**config.mk**
```make
export PLATFORM = sky130hd
export DESIGN_NAME = ovl_hold_value_mc
export DESIGN_NICKNAME = d
export VERILOG_FILES = /design/src/rtl/ovl_hold_value_mc.sv
export SDC_FILE = /design/constraint.sdc
export NUM_CORES = 1
export LEC_CHECK = 0
export ABC_AREA = 1
export BUFFER_PORTS_ARGS = -buffer_cell sky130_fd_sc_hd__clkbuf_2
export CAP_MARGIN = 40
export CORE_MARGIN = 8
export CORE_UTILIZATION = 54
export CTS_BUF_LIST = sky130_fd_sc_hd__clkbuf_4
export CTS_CLUSTER_SIZE = 14
export DETAILED_ROUTE_END_ITERATION = 8
export MAX_ROUTING_LAYER = met4
export PLACE_DENSITY = 0.86
export SLEW_MARGIN = 20
export SYNTH_ARGS = -nofsm -noshare
export SYNTH_HDL_FRONTEND = slang
export SYNTH_SLANG_ARGS = --single-unit
```
**constraint.sdc**
```tcl
create_clock -name clock -period 1.6 [get_ports clock]
set_clock_uncertainty 0.2 [all_clocks]
set_input_delay 0 -clock clock [delete_from_list [all_inputs] [get_ports clock]]
set_output_delay 0 -clock clock [all_outputs]
set_load 0.05 [all_outputs]
```
**src/rtl/ovl_hold_value_mc.sv**
```systemverilog
// ovl_hold_value_mc: multi-channel checker that a slice, once it changes to its expected value, holds it for MIN..MAX cycles
module ovl_hold_value_mc #(
    parameter int    severity_level = 1,
    parameter int    NUM_CH         = 4,
    parameter int    WIDTH          = 2,
    parameter int    MIN            = 1,
    parameter int    MAX            = 0,
    parameter int    property_type  = 0,
    parameter int    coverage_level = 2,
    parameter int    COUNT_W        = 8,
    parameter string msg            = "VIOLATION"
) (
    input  logic                    clock,
    input  logic                    reset,
    input  logic                    enable,
    input  logic [NUM_CH*WIDTH-1:0] test_expr,
    input  logic [NUM_CH*WIDTH-1:0] value,
    output logic [2:0]              fire,
    output logic [NUM_CH-1:0]       fire_chan,
    output logic [COUNT_W-1:0]      err_count
);
    localparam int HI = (MIN > MAX) ? MIN : MAX;
    localparam int CW = $clog2(HI + 2);
    localparam logic [CW-1:0] MIN_C = CW'(MIN);
    localparam logic [CW-1:0] MAX_C = CW'(MAX);
    localparam bit ASSERT_ON = property_type != 2;
    localparam bit COVER_ON  = (coverage_level & 2) != 0;

    typedef enum logic {IDLE, HOLD} state_t;

    logic [NUM_CH-1:0]  viol_d, succ_d;
    logic               xz_d;
    logic [2:0]         fire_q;
    logic [NUM_CH-1:0]  fire_chan_q;
    logic [COUNT_W-1:0] err_q;

    if (MAX != 0 && MAX < MIN) begin : g_param_err
        $error("%s: MAX (%0d) < MIN (%0d), severity %0d", msg, MAX, MIN, severity_level);
    end

`ifdef SYNTHESIS
    assign xz_d = 1'b0;
`else
    assign xz_d = enable && $isunknown(test_expr);
`endif

    for (genvar i = 0; i < NUM_CH; i++) begin : g_ch
        logic [WIDTH-1:0] s, v, prev_q, prev_d, vlat_q, vlat_d;
        logic [CW-1:0]    cnt_q, cnt_d, inc;
        logic             pv_q, pv_d, xz, viol, succ;
        state_t           st_q, st_d;
        assign s = test_expr[i*WIDTH +: WIDTH];
        assign v = value[i*WIDTH +: WIDTH];
`ifdef SYNTHESIS
        assign xz = 1'b0;
`else
        assign xz = $isunknown(s);
`endif
        assign inc = (MAX == 0 && &cnt_q) ? cnt_q : cnt_q + 1'b1;
        assign viol_d[i] = viol;
        assign succ_d[i] = succ;
        // next-state for one channel; an X/Z slice leaves the channel untouched
        always_comb begin
            st_d = st_q;
            cnt_d = cnt_q;
            prev_d = prev_q;
            vlat_d = vlat_q;
            pv_d = pv_q;
            viol = 1'b0;
            succ = 1'b0;
            if (enable && !xz) begin
                prev_d = s;
                pv_d = 1'b1;
                if (st_q == IDLE) begin
                    if (pv_q && s != prev_q && s == v) begin
                        st_d = HOLD;
                        vlat_d = v;
                        cnt_d = CW'(1);
                    end
                end else if (s == vlat_q) begin
                    cnt_d = inc;
                    if (MAX != 0 && inc > MAX_C) begin
                        viol = 1'b1;
                        st_d = IDLE;
                        cnt_d = '0;
                    end
                end else begin
                    viol = (MIN != 0) && (cnt_q < MIN_C);
                    succ = !viol;
                    st_d = IDLE;
                    cnt_d = '0;
                end
            end
        end
        // per-channel state registers
        always_ff @(posedge clock or negedge reset) begin
            if (!reset) begin
                st_q <= IDLE;
                cnt_q <= '0;
                prev_q <= '0;
                vlat_q <= '0;
                pv_q <= 1'b0;
            end else begin
                st_q <= st_d;
                cnt_q <= cnt_d;
                prev_q <= prev_d;
                vlat_q <= vlat_d;
                pv_q <= pv_d;
            end
        end
    end

    // registered pulses and the saturating violation-cycle counter
    always_ff @(posedge clock or negedge reset) begin
        if (!reset) begin
            fire_q <= '0;
            fire_chan_q <= '0;
            err_q <= '0;
        end else begin
            fire_chan_q <= ASSERT_ON ? viol_d : '0;
            fire_q <= {COVER_ON && |succ_d, xz_d, ASSERT_ON && |viol_d};
            if (ASSERT_ON && |viol_d && !(&err_q)) err_q <= err_q + 1'b1;
        end
    end

    assign fire = fire_q;
    assign fire_chan = fire_chan_q;
    assign err_count = err_q;
endmodule

```
# Word level (Yosys, flattened, before mapping)
# Cells that the tools add are included.
[word_totals]
regBits = 43
inputBits = 19
output_inout_bits = 15
word_cells = 134
[op_classes]
addsub = 5
order_cmp = 4
eq_ne = 16
muxes = 52
n_bitwise = 4
n_reduce_logical = 33
[ops]
columns = ["op", "n"]
rows = [
  ["two-way mux 1 bit", 36],
  ["two-way mux 2 bit", 16],
  ["AND reduction 3 bit", 8],
  ["== test 2 bit", 8],
  ["!= test 3 bit, second input constant", 4],
  ["logical AND 1 bit", 9],
  ["adder 2 x 1 -> 2 bit, second input constant", 4],
  ["adder 8 x 1 -> 8 bit, second input constant", 1],
  ["< comparator 2 x 1 -> 1 bit, second input constant", 4],
  ["!= test 2 bit", 4],
  ["AND reduction 2 bit", 4],
  ["AND reduction 8 bit", 1],
  ["nonzero test 2 bit", 4],
  ["OR reduction 4 bit", 2],
  ["logical NOT 1 bit", 5],
  ["NOT 1 bit", 4],
]

# Depth between registers and ports, before layout
# Gate-level depths: netlist of the first run.
[depth]
word_depth = 6
depth_mapped = 10
mapped_depth_nobuf = 10

# Worst setup path after synthesis of the first run
# OpenSTA, ideal clock, no wires.
[synth_timing]
path_kind = "register to register"
startpoint = "register err_q[0], in the netlist err_count[0]"
endpoint = "register err_q[2], in the netlist err_count[2]"
setup_ps = 65
t_arrival_ps = 1650
required_ps = 1335
slack_ps = -315
path_stages_with_launch = 8
path_buffers = 0
period_less_slack_ps = 1915
path_cell_list = "dfrtp_1 ha_1 nand2_1 nor3b_2 nand2_2 o21ai_4 nand2_1 nand2_1"
[synth_via]
elab_chain_cells = 3
word_cells_on_any_way = 4
classes_between = "add/sub (1); reduce/logical (3)"
[synth_rtl]
columns = ["item", "line_no", "text"]
rows = [
  ["start, declared", "35", "logic [COUNT_W-1:0] err_q;"],
  ["start signal, assigned", "122", "if (ASSERT_ON && |viol_d && !(&err_q)) err_q <= err_q + 1'b1;"],
  ["branches (longest 3 deep; another with adder 8 x 1 -> 8 bit)", "n/a", ""],
]
# Several ways; the timed one is not identified.
# A chain may end at the register's enable or synchronous reset.

# Final worst setup path of the first run
[layout_timing]
startpoint = "register g_ch[1].cnt_q[1]"
endpoint = "register err_q[5], in the netlist err_count[5]"
[layout_via]
elab_chain_cells = 6
[layout_rtl]
columns = ["item", "line_no", "text"]
rows = [
  ["start, declared", "49", "logic [CW-1:0] cnt_q, cnt_d, inc;"],
  ["start signal, assigned", "105", "cnt_q <= cnt_d;"],
  ["< comparator 2 x 1 -> 1 bit", "88", "viol = (MIN != 0) && (cnt_q < MIN_C);"],
  ["two-way mux 1 bit", "80", "end else if (s == vlat_q) begin"],
  ["two-way mux 1 bit", "74", "if (st_q == IDLE) begin"],
  ["two-way mux 1 bit", "71", "if (enable && !xz) begin"],
  ["OR reduction 4 bit", "122", ""],
  ["logical AND 1 bit", "122", ""],
]
# Every way passes these cells.

==> flow_metrics.env, run 1 <==
export IMPL_finalCriticalPeriod_ns=1.600
export IMPL_syn_num_nets=367
export IMPL_drtIter0Drc=58
export IMPL_synth_top_area_frac=0.4289
export IMPL_synthAdderAreaFrac=0.04489
export IMPL_synth_area_leaders="dfrtp_1, nand2_1, inv_1"
export IMPL_finalHoldViolCount=0
export IMPL_cts_path_max_buffers=2
export IMPL_path_cells="inv_1, ha_2, inv_2, nor3_2, nand2_2, nand2_2, inv_4, nand2_4, nand3_1, nand2_1"
export IMPL_drv_cap=0
export IMPL_crit_top_cell="nand2_2"
export IMPL_clockPowerShare=0.152
export IMPL_viasPerCell=4.929
export IMPL_netlist_instances=339
export IMPL_place_gp_congestion=0.8389
export IMPL_dp_slack_ns=0.008149
export IMPL_p_seq_frac=0.424
export IMPL_rsz0062_at_grt="yes"
export IMPL_sw_frac_of_total=0.4246
export IMPL_dieHeight_um=84.16
export IMPL_ir_drop_mv=0.6685
export IMPL_outcome="completed"
export IMPL_drive_gt1_frac=0.2445
export IMPL_root_buffer="clkbuf_4"
export IMPL_power_switching_mw=1.563
export IMPL_path_clk_slew_ns=0.13
export IMPL_critPathKind="reg2reg"
export IMPL_synth_distinct_cells=22
export IMPL_wl_mm=5.409
export IMPL_synthSimpleGateAreaFrac=0.3167
export IMPL_die_w_um=84.16
export IMPL_yosys_area_top_type="dfrtp_1"
export IMPL_yosys_mux_area_fraction=0
export IMPL_slew_viol_final=0
export IMPL_crit_buf_inv=3
export IMPL_endpoint_kind="flip-flop"
export IMPL_core_um2=4598
export IMPL_slowest_delay_ns=0.42
export IMPL_holdWs_ns=0.2393
export IMPL_cts_tree="done"
export IMPL_worstSkewPairLatency_ns=0.36
export IMPL_antenna_found_initial=0
export IMPL_cp_top_family="simple AND/OR/NAND/NOR gates"
export IMPL_areaGrowthSynthToFinish_pct=26.63
export IMPL_io_buffers=32
export IMPL_leakagePower_nw=1.786
export IMPL_drtPass1Iterations=4
export IMPL_core_rowCount=25
export IMPL_via_count=2282
export IMPL_critical_path_slowest_cell="dfrtp_1"
export IMPL_wl_per_cell_um=11.68
export IMPL_grt_pass1_wl_mm=9.301
export IMPL_required_ns=1.70
export IMPL_syn_area_um2=2509
export IMPL_power_density_nw_per_um2=1159
export IMPL_synth_top_family_by_area="simple AND/OR/NAND/NOR gates"
export IMPL_final_cell_mix="nand2_1, inv_1, dfrtp_1"
export IMPL_synth_seq_area_share=0.4289
export IMPL_hold_path_class="in2reg"
export IMPL_cts_htree_levels=2
export IMPL_first_global_vias=2226
export IMPL_nets=436
export IMPL_synth_compound_area_frac=0.06234
export IMPL_fmax_mhz=625.2
export IMPL_setup_viol=0
export IMPL_place_hpwl_mm=3.823
export IMPL_critical_path_max_fanout=5
export IMPL_clkSinkCount=43
export IMPL_yosys_warnings=0
export IMPL_ys_ff_latch=43
export IMPL_grt_max_degree=27
export IMPL_grt_ovfl_total=0
export IMPL_cts_buffers_inserted=5
export IMPL_detail_route_antenna_nets=0
export IMPL_drc=0
export IMPL_p_int_mw=2.118
export IMPL_p_comb_frac=0.424
export IMPL_antenna_cells=0
export IMPL_synthXorXnorAreaFrac=0.04888
export IMPL_start_util=0.5456
export IMPL_ioPinCount=34
export IMPL_fin_ws_ns=0.0004406
export IMPL_track_usage=0.1586
export IMPL_start_kind="flip-flop"
export IMPL_critical_path_arrival_ns=1.70
export IMPL_period_share=0.9997
export IMPL_synth_avg_cell_area_um2=7.400
export IMPL_dieArea_um2=7083
export IMPL_final_common_cell="nand2_1"
## power groups by stage
| stage | clock (mW) | combinational, mW | sequential (mW) |
|---|---|---|---|
| 3_3_place_gp | 0 | 1.27 | 1.58 |
| 6_report | 0.558 | 1.56 | 1.56 |
| 4_1_cts | 0.562 | 1.41 | 1.56 |
| 2_1_floorplan | 0 | 0.745 | 1.81 |
| 5_1_grt | 0.612 | 1.76 | 1.60 |
| 3_5_place_dp | 0 | 1.32 | 1.59 |
## path summary, 6_finish.rpt
check                      depth (start not counted)                           from                       endpoint  slack [ns]
min in group asynchronous                          3                          reset   g_ch[0].cnt_q[1]$_DFFE_PN0P_        0.45
min                                                4                       value[1]  g_ch[0].vlat_q[1]$_DFFE_PN0P_        0.24
min reg2reg                                        2  g_ch[1].prev_q[1]$_DFFE_PN0P_  g_ch[1].prev_q[1]$_DFFE_PN0P_        0.32
max reg2reg                                       10   g_ch[1].cnt_q[1]$_DFFE_PN0P_       err_count[5]$_DFFE_PN0P_      0.0004
max                                               10   g_ch[1].cnt_q[1]$_DFFE_PN0P_       err_count[5]$_DFFE_PN0P_      0.0004
max in group asynchronous                          4                          reset  g_ch[3].prev_q[0]$_DFFE_PN0P_        0.24
## kinds of logic (layout without fill, tap and decap cells)
kind of cell,after synthesis,in the layout
adder cells (fa/ha/maj),9,9
AO/OA/AOI/OAI,29,29
flip-flops,43,43
other,1,1
buffers and inverters,62,131
AND/OR/NAND/NOR,181,182
XOR/XNOR,14,14
## per-layer routing
| layer | vias to the layer above | part of all wire | global-route usage |
|---|---|---|---|
| met1 | 1055 | 0.45 | 0.1833 |
| met2 | 37 | 0.50 | 0.2660 |
| met3 | 5 | 0.039 | 0.04066 |
| li1 | 1185 | - | - |
| met4 | 0 | 0.011 | 0.04239 |
| met5 | - | 0 | - |
## cells in the mapped netlist
library cell and instances:
nand2_1 115, inv_1 49, dfrtp_1 43, o21ai_0 26, nand3_1 24, nor2_1 19, ha_1 9, inv_2 8
nand2_2 8, nand4_1 8, xnor2_1 8, xor2_1 6, nor3_2 3, a21oi_1 2, buf_4 2, clkbuf_1 2
nand2_4 2, conb_1 1, inv_4 1, nor3b_2 1, o21ai_4 1, or2_2 1
## layout make-up
class / count / area (um2)
fillers: 374 / 1421
multi-input cells: 235 / 1272
flip-flops and latches: 43 / 1084
repair buffers: 65 / 470.5
inverters: 58 / 225.2
well taps: 54 / 67.56
clock buffers: 7 / 52.55
clock inverters: 1 / 5.005
## flip-flops by register name, summed over array words and instances (netlist names)
| signal | cells |
|---|---|
| fire_chan | 4 |
| g_ch.st_q | 4 |
| g_ch.vlat_q | 8 |
| g_ch.pv_q | 1 |
| err_count | 8 |
| g_ch.prev_q | 8 |
| fire | 2 |
| g_ch.cnt_q | 8 |
## metrics by stage
stage	util	power, mW	setup TNS [ns]	std cells	area, um2
floorplan	-	2.550	-0.3712	339	2536
global placement	0.6038	2.847	0	424	2776
detailed placement	0.6038	2.912	0	424	2776
CTS	0.6631	3.529	0	454	3049
global route	0.6909	3.972	-0.4738	463	3177
finish	0.6909	3.681	0	463	3177
## repair_timing
item / CTS / global route
endpoints found under the hold margin: 76 / 0
resized for setup: 0 / 20
pin swaps: 1 / 18
hold buffers: 20 / 0
gates cloned: 0 / 1
endpoints found under the setup margin: 6 / 9
setup buffers: 2 / 8
## tightest hold or removal path, stage by stage
cell and delay (ns):
dlygate4sd3_1 0.53, clkbuf_2 0.12, inv_1 0.05, o21ai_0 0.07
Power figures use the tool's default switching activity.
==> inputs of run 2 (changes only) <==
--- a/config.mk
+++ b/config.mk
@@ -13,8 +13,9 @@
 export CTS_BUF_LIST = sky130_fd_sc_hd__clkbuf_4
 export CTS_CLUSTER_SIZE = 14
 export DETAILED_ROUTE_END_ITERATION = 8
+export GPL_TIMING_DRIVEN = 0
 export MAX_ROUTING_LAYER = met4
-export PLACE_DENSITY = 0.86
+export PLACE_DENSITY = 0.79
 export SLEW_MARGIN = 20
 export SYNTH_ARGS = -nofsm -noshare
 export SYNTH_HDL_FRONTEND = slang
==> flow_metrics.env, run 2 (synthesis results as in run 1) <==
export IMPL_rr_worst_depth=10
export IMPL_wl_mm=5.815
export IMPL_critPathKind="reg2reg"
export IMPL_antenna_found_initial=0
export IMPL_cts_tree="done"
export IMPL_clkSinkCount=43
export IMPL_timing_rr_end="err_count[2]$_DFFE_PN0P_"
export IMPL_detail_route_antenna_nets=0
export IMPL_dp_cells=425
export IMPL_hold_path_class="in2reg"
export IMPL_track_usage=0.1799
export IMPL_cts_buffers_inserted=5
export IMPL_multi_input_area_um2=1294
export IMPL_placed_area_um2=2786
export IMPL_nets=447
export IMPL_period_share=1.009
export IMPL_drive_gt1_frac=0.2762
export IMPL_via_count=2354
export IMPL_critical_path_arrival_ns=1.72
export IMPL_drtPass1Iterations=4
export IMPL_leakagePower_nw=1.848
export IMPL_grt_max_degree=25
export IMPL_holdWs_ns=0.2598
export IMPL_wl_per_cell_um=12.27
export IMPL_start_kind="flip-flop"
export IMPL_setup_viol=1
export IMPL_required_ns=1.70
export IMPL_dieArea_um2=7083
export IMPL_cts_htree_levels=2
export IMPL_slew_viol_final=0
export IMPL_path_cells="inv_2, ha_2, inv_2, nor3_2, nand2_1, nand2_2, inv_2, nand2_4, nand3_1, nand2_1"
export IMPL_violations="negative setup slack"
export IMPL_cts_path_max_buffers=2
export IMPL_critical_path_slowest_cell="dfrtp_1"
export IMPL_slowest_delay_ns=0.42
export IMPL_fmax_mhz=619.1
export IMPL_endpoint_kind="flip-flop"
export IMPL_ioPinCount=34
export IMPL_die_w_um=84.16
export IMPL_nFillCells=349
export IMPL_path_clk_slew_ns=0.13
export IMPL_start_util=0.5456
export IMPL_rsz0062_at_grt="yes"
export IMPL_design_area_um2=3296
export IMPL_core_um2=4598
export IMPL_worstMarginPinSlew_ns=0.5729
export IMPL_viasPerCell=4.966
export IMPL_r2r_start="g_ch[2].cnt_q[0]$_DFFE_PN0P_"
export IMPL_holdPathEnd="g_ch[1].vlat_q[0]$_DFFE_PN0P_"
export IMPL_place_gp_congestion=0.8389
export IMPL_ff2ff_setup_slack_ns=-0.02
export IMPL_critical_path_max_fanout=5
export IMPL_finalHoldViolCount=0
export IMPL_power_density_nw_per_um2=1223
export IMPL_areaGrowthSynthToFinish_pct=31.37
export IMPL_root_buffer="clkbuf_4"
export IMPL_final_cell_mix="nand2_1, inv_1, dfrtp_1"
export IMPL_max_slew_margin=0.6181
export IMPL_first_global_vias=2442
export IMPL_drtIter0Drc=76
export IMPL_grt_pass1_wl_mm=10.49
export IMPL_dieHeight_um=84.16
export IMPL_crit_top_cell="inv_2"
export IMPL_grt_ovfl_total=0
export IMPL_fin_ws_ns=-0.01516
export IMPL_drv_cap=0
export IMPL_worstHoldStart="value[2]"
export IMPL_whs_path_depth=4
export IMPL_place_hpwl_mm=3.934
export IMPL_ir_drop_mv=0.5485
export IMPL_stdcell_count=474
export IMPL_antenna_cells=0
export IMPL_io_buffers=31
export IMPL_fin_util=0.7167
export IMPL_final_common_cell="nand2_1"
export IMPL_core_rowCount=25
export IMPL_finalCriticalPeriod_ns=1.615
export IMPL_worstSkewPairLatency_ns=0.35
export IMPL_setup_tns_ns=-0.01516
export IMPL_drc=0
export IMPL_regArea_um2=1085
export IMPL_outcome="complete, but fails checks"
run 2: changes by cell type in the layout (fill, tap and decap cells not counted), moves of 3 or more:
cell | previous run | this run
buf_4 | 12 | 23
o21ai_1 | 0 | 4
nand3_2 | 1 | 5
nand3_1 | 23 | 19
o21ai_0 | 26 | 22
ha_2 | 1 | 4
run 2: what timing repair did:
action,4_1_cts,5_1_grt
endpoints found under the setup margin,8,13
buffers inserted,13,8
resized for setup,3,26
pin swaps,8,13
hold endpoints to repair,75,0
hold buffers,19,0
cloned,1,0
run 2: metrics by stage:
step / setup slack (ns) / power, mW
2_1_floorplan: -0.05097 / 2.550
3_3_place_gp: 0.03946 / 2.826
3_5_place_dp: -0.01020 / 2.899
4_1_cts: 0.002058 / 3.830
5_1_grt: -0.1133 / 4.347
6_report: -0.01516 / 4.030
run 2: worst max-delay path, delay by kind of cell (launching register included):
kind / cells / cell delay, ns
adder cells (fa/ha/maj): 1 / 0.17
AND/OR/NAND/NOR: 6 / 0.61
flip-flops: 1 / 0.42
buffers and inverters: 3 / 0.18
run 2: where the power goes:
group	switching [mW]	internal (mW)
clock	0.349	0.322
sequential	0.219	1.34
combinational	1.08	0.724
run 2: layout make-up:
class,instances,share of cell area
multi-input cells,235,0.3926
flip-flops and latches,43,0.3292
repair buffers,72,0.1610
inverters,58,0.06682
well taps,54,0.02050
clock inverters,3,0.01177
clock buffers,5,0.01139
plain buffers,4,0.006834
run 2: how the worst max path moves through the flow:
stage,start,to,slack [ns],cells past startpoint
final,g_ch[2].cnt_q[0]$_DFFE_PN0P_,err_count[2]$_DFFE_PN0P_,-0.02,10
after global routing,g_ch[2].cnt_q[0]$_DFFE_PN0P_,err_count[2]$_DFFE_PN0P_,-0.11,10
after CTS,g_ch[2].cnt_q[0]$_DFFE_PN0P_,err_count[5]$_DFFE_PN0P_,0.002,10
after detailed placement,g_ch[0].cnt_q[0]$_DFFE_PN0P_,err_count[5]$_DFFE_PN0P_,-0.01,9
after global placement,g_ch[1].cnt_q[0]$_DFFE_PN0P_,err_count[1]$_DFFE_PN0P_,0.04,9
after floorplan,err_count[0]$_DFFE_PN0P_,err_count[7]$_DFFE_PN0P_,-0.05,7
run 2: layer usage:
metal,vias to the layer above,global-route usage,share of wire
met5,-,-,0
met2,39,0.3022,0.52
met3,6,0.03679,0.039
met1,1098,0.2060,0.43
met4,0,0.06750,0.0088
li1,1211,-,-
==> inputs of run 3 (changes only) <==
==> constraint.sdc (replaced) <==
create_clock -name clock -period 1.6 [get_ports clock]
set_clock_uncertainty 0.2 [all_clocks]
set_input_delay 0.16 -clock clock [delete_from_list [all_inputs] [get_ports clock]]
set_output_delay 0.16 -clock clock [all_outputs]
set_load 0.05 [all_outputs]
==> flow_metrics.env, run 3 (synthesis results as in run 1) <==
export IMPL_grt_max_degree=25
export IMPL_holdPathEnd="g_ch[3].prev_q[0]$_DFFE_PN0P_"
export IMPL_power_density_nw_per_um2=1227
export IMPL_worstSkewPairLatency_ns=0.35
export IMPL_crit_top_cell="nand2_4"
export IMPL_viasPerCell=5.011
export IMPL_final_cell_mix="nand2_1, inv_1, dfrtp_1"
export IMPL_placed_area_um2=2786
export IMPL_drtIter0Drc=72
export IMPL_start_kind="flip-flop"
export IMPL_critPathKind="reg2reg"
export IMPL_hold_path_class="in2reg"
export IMPL_drv_cap=0
export IMPL_path_clk_slew_ns=0.13
export IMPL_place_gp_congestion=0.8389
export IMPL_required_ns=1.70
export IMPL_drtPass1Iterations=4
export IMPL_max_slew_margin=0.6148
export IMPL_start_util=0.5456
export IMPL_cts_htree_levels=2
export IMPL_fmax_mhz=636.2
export IMPL_core_um2=4598
export IMPL_wl_mm=5.776
export IMPL_drc=0
export IMPL_root_buffer="clkbuf_4"
export IMPL_antenna_cells=0
export IMPL_dieArea_um2=7083
export IMPL_power_switching_mw=1.642
export IMPL_ir_drop_mv=0.5563
export IMPL_cp_top_family="simple AND/OR/NAND/NOR gates"
export IMPL_core_rowCount=25
export IMPL_final_common_cell="nand2_1"
export IMPL_areaGrowthSynthToFinish_pct=28.63
export IMPL_grt_pass1_wl_mm=10.44
export IMPL_sw_frac_of_total=0.4148
export IMPL_ff2ff_setup_slack_ns=0.03
export IMPL_slew_viol_final=0
export IMPL_r2r_start="g_ch[3].cnt_q[0]$_DFFE_PN0P_"
export IMPL_total_power_mw=3.959
export IMPL_die_w_um=84.16
export IMPL_setup_viol=0
export IMPL_cts_tree="done"
export IMPL_clockPowerShare=0.169
export IMPL_p_int_mw=2.317
export IMPL_drive_gt1_frac=0.2475
export IMPL_whs_path_depth=3
export IMPL_path_cells="inv_1, ha_2, inv_2, nor3_4, nand2_4, nand2_4, inv_2, nand2_4, nand3_1, nand2_1"
export IMPL_critical_path_slowest_cell="dfrtp_1"
export IMPL_finalCriticalPeriod_ns=1.572
export IMPL_grt_ovfl_total=0
export IMPL_track_usage=0.1797
export IMPL_place_hpwl_mm=3.934
export IMPL_outcome="completed"
export IMPL_worstMarginPinSlew_ns=0.5778
export IMPL_antenna_found_initial=0
export IMPL_dp_slack_ns=-0.01020
export IMPL_first_global_vias=2396
export IMPL_holdWs_ns=0.03521
export IMPL_critical_path_max_fanout=5
export IMPL_design_area_um2=3227
export IMPL_io_buffers=31
export IMPL_dieHeight_um=84.16
export IMPL_via_count=2315
export IMPL_setup_tns_ns=0
export IMPL_crit_buf_inv=3
export IMPL_rsz0062_at_grt="yes"
export IMPL_leakagePower_nw=1.830
export IMPL_finalHoldViolCount=0
export IMPL_ioPinCount=34
export IMPL_slowest_delay_ns=0.42
export IMPL_cts_path_max_buffers=2
export IMPL_rr_worst_depth=10
export IMPL_critical_path_arrival_ns=1.67
export IMPL_clkSinkCount=43
export IMPL_timing_rr_end="err_count[5]$_DFFE_PN0P_"
export IMPL_nets=435
export IMPL_fin_ws_ns=0.02818
export IMPL_worstHoldStart="test_expr[6]"
export IMPL_p_comb_frac=0.434
export IMPL_detail_route_antenna_nets=0
export IMPL_p_seq_frac=0.396
export IMPL_endpoint_kind="flip-flop"
export IMPL_cts_buffers_inserted=5
export IMPL_wl_per_cell_um=12.50
export IMPL_period_share=0.9824
run 3: cell types whose count changed in the layout (fill, tap and decap cells not counted), sizes merged:
cell	previous run	this run
buf	24	17
dlygate4sd3	19	16
dlymetal6s4s	0	2
clkbuf	38	34
run 3: what timing repair did:
action                                  in CTS  in global routing
endpoints found under the setup margin       8                 17
gates resized for setup                      3                 29
cloned                                       1                  0
pin swaps                                    8                 15
hold buffers                                18                  0
setup buffers                               13                  1
endpoints found under the hold margin       60                  0
run 3: worst register-to-register path: stages, from the launching register on:
cell and delay (ns):
dfrtp_1 0.42, inv_1 0.07, ha_2 0.17, inv_2 0.05, nor3_4 0.15, nand2_4 0.09, nand2_4 0.08, inv_2 0.06
nand2_4 0.08, nand3_1 0.08, nand2_1 0.08
run 3: how the worst max path moves through the flow:
stage,startpoint,to,slack [ns],cells after the start
after global routing,g_ch[3].cnt_q[0]$_DFFE_PN0P_,err_count[2]$_DFFE_PN0P_,-0.05,10
after global placement,g_ch[1].cnt_q[0]$_DFFE_PN0P_,err_count[1]$_DFFE_PN0P_,0.04,9
after detailed placement,g_ch[0].cnt_q[0]$_DFFE_PN0P_,err_count[5]$_DFFE_PN0P_,-0.01,9
after CTS,g_ch[2].cnt_q[0]$_DFFE_PN0P_,err_count[5]$_DFFE_PN0P_,0.002,10
after floorplan,err_count[0]$_DFFE_PN0P_,err_count[7]$_DFFE_PN0P_,-0.05,7
final,g_ch[3].cnt_q[0]$_DFFE_PN0P_,err_count[5]$_DFFE_PN0P_,0.03,10
run 3: final cells by class:
cell class / instances / area [um2]
clock inverters: 3 / 38.79
multi-input cells: 235 / 1303
clock buffers: 5 / 37.54
repair buffers: 60 / 452.9
flip-flops and latches: 43 / 1085
fillers: 354 / 1371
inverters: 58 / 220.2
well taps: 54 / 67.56
plain buffers: 4 / 22.52
run 3: power groups by stage:
stage / Combinational, mW / Clock [mW] / Sequential [mW]
6_report: 1.72 / 0.670 / 1.57
3_5_place_dp: 1.30 / 0 / 1.60
4_1_cts: 1.58 / 0.691 / 1.55
2_1_floorplan: 0.745 / 0 / 1.81
5_1_grt: 1.92 / 0.742 / 1.61
3_3_place_gp: 1.24 / 0 / 1.59
run 3: metal layers:
layer,up-vias,global-route usage,routed length [um]
met1,1088,0.2096,2481
met5,-,-,0
met4,0,0.06279,55
met3,6,0.03485,228
met2,39,0.3008,3011
li1,1182,-,-
run 3: stage by stage:
step,instances,util
2_1_floorplan,339,-
3_3_place_gp,424,0.6000
3_5_place_dp,425,0.6060
4_1_cts,465,0.6849
5_1_grt,462,0.7018
6_report,462,0.7018
